## config.mk

```make
export PLATFORM = sky130hd
export DESIGN_NAME = rr_arb_mux
export DESIGN_NICKNAME = d
export VERILOG_FILES = /design/src/rtl/rr_arb_mux.sv
export SDC_FILE = /design/constraint.sdc
export NUM_CORES = 1
export LEC_CHECK = 0
export ABC_AREA = 1
export BUFFER_PORTS_ARGS = -buffer_cell sky130_fd_sc_hd__buf_2
export CELL_PAD_IN_SITES_DETAIL_PLACEMENT = 1
export CELL_PAD_IN_SITES_GLOBAL_PLACEMENT = 2
export CORE_MARGIN = 2
export CORE_UTILIZATION = 22
export CTS_BUF_LIST = sky130_fd_sc_hd__clkbuf_2 sky130_fd_sc_hd__clkbuf_4 sky130_fd_sc_hd__clkbuf_8
export DETAILED_ROUTE_END_ITERATION = 10
export GPL_TIMING_DRIVEN = 0
export HOLD_SLACK_MARGIN = 0.15
export PLACE_DENSITY = 0.95
export SYNTH_ARGS = -nofsm -noshare
export SYNTH_HDL_FRONTEND = slang
export SYNTH_SLANG_ARGS = --single-unit
```

## constraint.sdc

```tcl
create_clock -name clk_i -period 7.17 [get_ports clk_i]
set_clock_uncertainty 0.15 [all_clocks]
set_input_delay 0 -clock clk_i [delete_from_list [all_inputs] [get_ports clk_i]]
set_output_delay 0 -clock clk_i [all_outputs]
set_load 0.01 [all_outputs]
```

## src/rtl/rr_arb_mux.sv

```systemverilog
// N-channel arbitrating mux: valid/ready on every input, one registered output stage.
// Fixed-priority (ARB_MODE=0) or round-robin (ARB_MODE=1) selection, one transfer per cycle.
module rr_arb_mux #(
  parameter int unsigned NUM_CH   = 4,
  parameter int unsigned WIDTH    = 32,
  parameter int unsigned ARB_MODE = 1,
  parameter int unsigned CH_W     = $clog2(NUM_CH)
) (
  input  logic                    clk_i,
  input  logic                    rst_n_i,
  input  logic [NUM_CH-1:0]       req_valid_i,
  input  logic [NUM_CH*WIDTH-1:0] req_data_i,
  output logic [NUM_CH-1:0]       req_ready_o,
  output logic                    out_valid_o,
  output logic [WIDTH-1:0]        out_data_o,
  output logic [CH_W-1:0]         out_ch_o,
  input  logic                    out_ready_i
);

  logic [CH_W-1:0]  ptr_q, ptr_d;
  logic             out_valid_q, out_valid_d;
  logic [WIDTH-1:0] out_data_q, out_data_d;
  logic [CH_W-1:0]  out_ch_q, out_ch_d;

  logic             load;
  logic             xfer;
  logic             gnt_found;
  logic [CH_W-1:0]  gnt_idx;
  logic [WIDTH-1:0] gnt_data;

  // base + off modulo NUM_CH; both operands are already below NUM_CH
  function automatic logic [CH_W-1:0] wrap_idx(input logic [CH_W-1:0] base,
                                               input int unsigned off);
    int unsigned sum;
    sum = 32'(base) + off;
    if (sum >= NUM_CH) sum = sum - NUM_CH;
    return CH_W'(sum);
  endfunction

  assign load = ~out_valid_q | out_ready_i;
  assign xfer = load & gnt_found;

  // First valid channel at or above the pointer, wrapping at NUM_CH-1
  always_comb begin
    gnt_found = 1'b0;
    gnt_idx   = '0;
    for (int unsigned i = 0; i < NUM_CH; i++) begin
      if (!gnt_found && req_valid_i[wrap_idx(ptr_q, i)]) begin
        gnt_found = 1'b1;
        gnt_idx   = wrap_idx(ptr_q, i);
      end
    end
  end

  // Only the granted lane reaches the data path, so idle lanes never leak through
  always_comb begin
    gnt_data    = '0;
    req_ready_o = '0;
    for (int unsigned k = 0; k < NUM_CH; k++) begin
      if (gnt_idx == CH_W'(k)) begin
        gnt_data       = req_data_i[k*WIDTH +: WIDTH];
        req_ready_o[k] = load & gnt_found;
      end
    end
  end

  always_comb begin
    ptr_d       = ptr_q;
    out_valid_d = out_valid_q;
    out_data_d  = out_data_q;
    out_ch_d    = out_ch_q;
    if (ARB_MODE != 0 && xfer) begin
      ptr_d = (gnt_idx == CH_W'(NUM_CH - 1)) ? '0 : gnt_idx + CH_W'(1);
    end
    if (load) begin
      out_valid_d = gnt_found;
      if (gnt_found) begin
        out_data_d = gnt_data;
        out_ch_d   = gnt_idx;
      end
    end
  end

  always_ff @(posedge clk_i or negedge rst_n_i) begin
    if (!rst_n_i) begin
      ptr_q       <= '0;
      out_valid_q <= 1'b0;
      out_data_q  <= '0;
      out_ch_q    <= '0;
    end else begin
      ptr_q       <= ptr_d;
      out_valid_q <= out_valid_d;
      out_data_q  <= out_data_d;
      out_ch_q    <= out_ch_d;
    end
  end

  assign out_valid_o = out_valid_q;
  assign out_data_o  = out_data_q;
  assign out_ch_o    = out_ch_q;

endmodule
```

==> impl_metrics.yaml <==
pwr:
  p_comb_share_pct: 83.5
  pwr-share-clk_pct: 4.6
  seqPwrFrac_pct: 11.9
  p_leak_nw: 2.503
  power.density_nw_per_um2: 709.3
  p_sw_share_pct: 50.71
  switching_power_w: 0.001647
  max-vdd-ir-drop_uv: 293.0
  p_int_w: 0.001601
outcome:
  status: "finished, final reports clean"
final_layout:
  final_cell_mix: "218 x nand2_1, 178 x buf_2, 68 x dlygate4sd3_1, 63 x o21ai_0, 37 x dfrtp_1"
  fill_cells: 1608
  fin_util_pct: 37.97
  layout.nets: 826
  insertedDiodeCount: 0
  area_growth_syn_to_layout_pct: 67.35
  drive_above_1_share_pct: 30.52
  final_common_cell: "nand2_1"
  fin_cells: 856
worst_setup_path:
  critPathCaptureType: "flop"
  critical_path_required_ps: 7260
  start_kind: "flop"
  worstPathArrival_ps: 4080
  crit_type: "reg -> reg"
  worstPathMaxFanout: 10
clocking:
  numCtsBuffers: 5
  ctsResizeCount: 0
  cts.sink_count: 37
  cts_tree: "yes"
  cts_root_buffer: "clkbuf_8"
  clk_pin_slew_ps: 80
  htreeDepth: 2
  hold_buffers: 68
  cts_max_path_buffers: 2
  cts_setup_buffers: 0
  clock_latency_ps: 300
global_routing:
  antenna_found_initial: 0
  grt.total_usage_pct: 18.98
  grt_pass1_wl_um: 19780
  grt_pass1_vias: 4163
  grt_max_degree: 38
  grt.overflow.total: 0
detailed_routing:
  wirelength_um: 12720
  via_per_inst: 4.408
  first_iter_violations: 143
  via_count: 3773
  ant_nets: 0
  wl_per_cell_um: 14.86
  drt_pass1_iterations: 4
  drc: 0
placement:
  hpwl_um: 9214
  place_inst: 780
  portBuffers: 173
  gp_congestion: 0.7891
sta:
  timing.final.crit_share_pct: 55.70
  fin_crit_ps: 3994
  worstMarginPinSlew_ps: 874.9
  max_freq_mhz: 250.4
  max-slew-margin-rel_pct: 41.67
  drv_slew: 0
  tns_ps: 0
  rsz0062_at_grt: "no"
  hold_viol: 0
  fin_hold_ws_ps: 210.3
  finalSetupViolations: 0
die:
  pin_count: 174
  die_h_um: 115.5
  start_util_pct: 22.69
  die-area_um2: 13350
  core_area_um2: 12060
  rows: 40
  die_w_um: 115.5
synth:
  ys_seq_area_share_pct: 33.84
  yosys.area.top_type: "dfrtp_1"
  yosys_warnings: 0
  netlist.area_leader.share_pct: 33.84
  mappedNetlistArea_um2: 2736
  synth_cell_types: 22
  ys_seq_elements: 37
  async_reset_ff_share_pct: 100.0
  synth_cells: 439
  synth_nets: 578
  synth_top_flop_cell: "dfrtp_1"
  avgSynthCellArea_um2: 6.233
  synth_area_leaders: "dfrtp_1 34%, nand2_1 30%, o21ai_0 12%"
  synth_enable_flop_cells: 0
worst_hold_path:
  min_path_type: "in -> async"
job:
  max_cap_violations: 0
==> critical path, stage by stage, from the launching register on <==
cell	delay, ps
dfrtp_1	380
buf_6	140
inv_6	80
nand2_1	80
nand3_1	100
nand2_1	110
nor2_4	160
nand3_2	140
nand3_1	180
inv_1	90
ha_1	200
clkbuf_1	220
nor2_1	410
buf_2	340
nand2_1	80
nand2_1	80
o21ai_0	80
o21ai_0	200
dlygate4sd3_1	580
nand2_1	60
nand2_1	60
==> area by class of cell <==
class,instances,area (um2),area share [%]
inverters,17,68.82,1.503
repair buffers,241,1546,33.77
plain buffers,29,172.7,3.771
flip-flops and latches,37,925.9,20.22
clock inverters,2,10.01,0.2186
multi-input cells,356,1569,34.26
clock buffers,6,76.32,1.667
well taps,168,210.2,4.590
==> logic make-up after synthesis <==
group | synth area share [%]
adders and majority gates | 1.829
and+or+nand+nor | 37.04
AOI/OAI and AO/OA | 18.47
DFF | 33.84
buffers and inverters | 8.824
==> power groups by stage <==
stage	sequential, W	clock [W]	combinational [W]
5_1_grt	0.000397	0.000165	0.00308
3_3_place_gp	0.000387	0	0.00205
2_1_floorplan	0.000424	0	0.00142
3_5_place_dp	0.000391	0	0.00212
4_1_cts	0.000388	0.000158	0.00267
6_report	0.000387	0.000150	0.00271
==> flip-flops by register name (all words and copies together) (netlist names) <==
register and cells:
out_data_o 32, out_ch_o 2, ptr_q 2, out_valid_o 1
==> cell usage after synthesis (2+ instances only) <==
master,count
o21ai_1,6
nand2_1,218
nand2_2,13
buf_1,2
clkbuf_1,16
dfrtp_1,37
o21ai_0,63
nand3_1,10
buf_2,5
buf_6,4
ha_1,4
nand4_1,2
a21oi_1,32
nor2_1,5
inv_1,15
==> per-layer routing <==
metal | global-route usage, % | share of wire [%] | routed length (um) | up-vias
met5 | 0 | 0 | 0 | -
met4 | 6.506 | 2.6 | 333 | 0
met3 | 2.563 | 4.3 | 547 | 23
met2 | 36.41 | 52 | 6654 | 124
met1 | 21.33 | 41 | 5187 | 1732
li1 | - | - | - | 1894
==> worst paths after layout <==
kind	cells after the start	endpoint	start	slack [ps]
setup / recovery	20	out_data_o[16]	ptr_q[0]	3180
hold / removal	2	out_data_o[21]	rst_n_i	210
setup reg to reg	20	out_data_o[16]	ptr_q[0]	3180
hold reg to reg	2	out_data_o[31]	out_data_o[31]	330
max in group asynchronous	2	out_data_o[0]	rst_n_i	6110
min in group clk_i	9	out_ch_o[1]	req_valid_i[2]	220
==> per-stage QoR <==
stage | total power (W) | area, um2 | setup WS (ps)
2_1_floorplan | 0.001839 | 2736 | 4575
3_3_place_gp | 0.002436 | 3812 | 3877
3_5_place_dp | 0.002510 | 3812 | 3776
4_1_cts | 0.003219 | 4579 | 3238
5_1_grt | 0.003646 | 4579 | 2787
6_report | 0.003248 | 4579 | 3176
No activity file was read; power rests on OpenSTA's default activity.
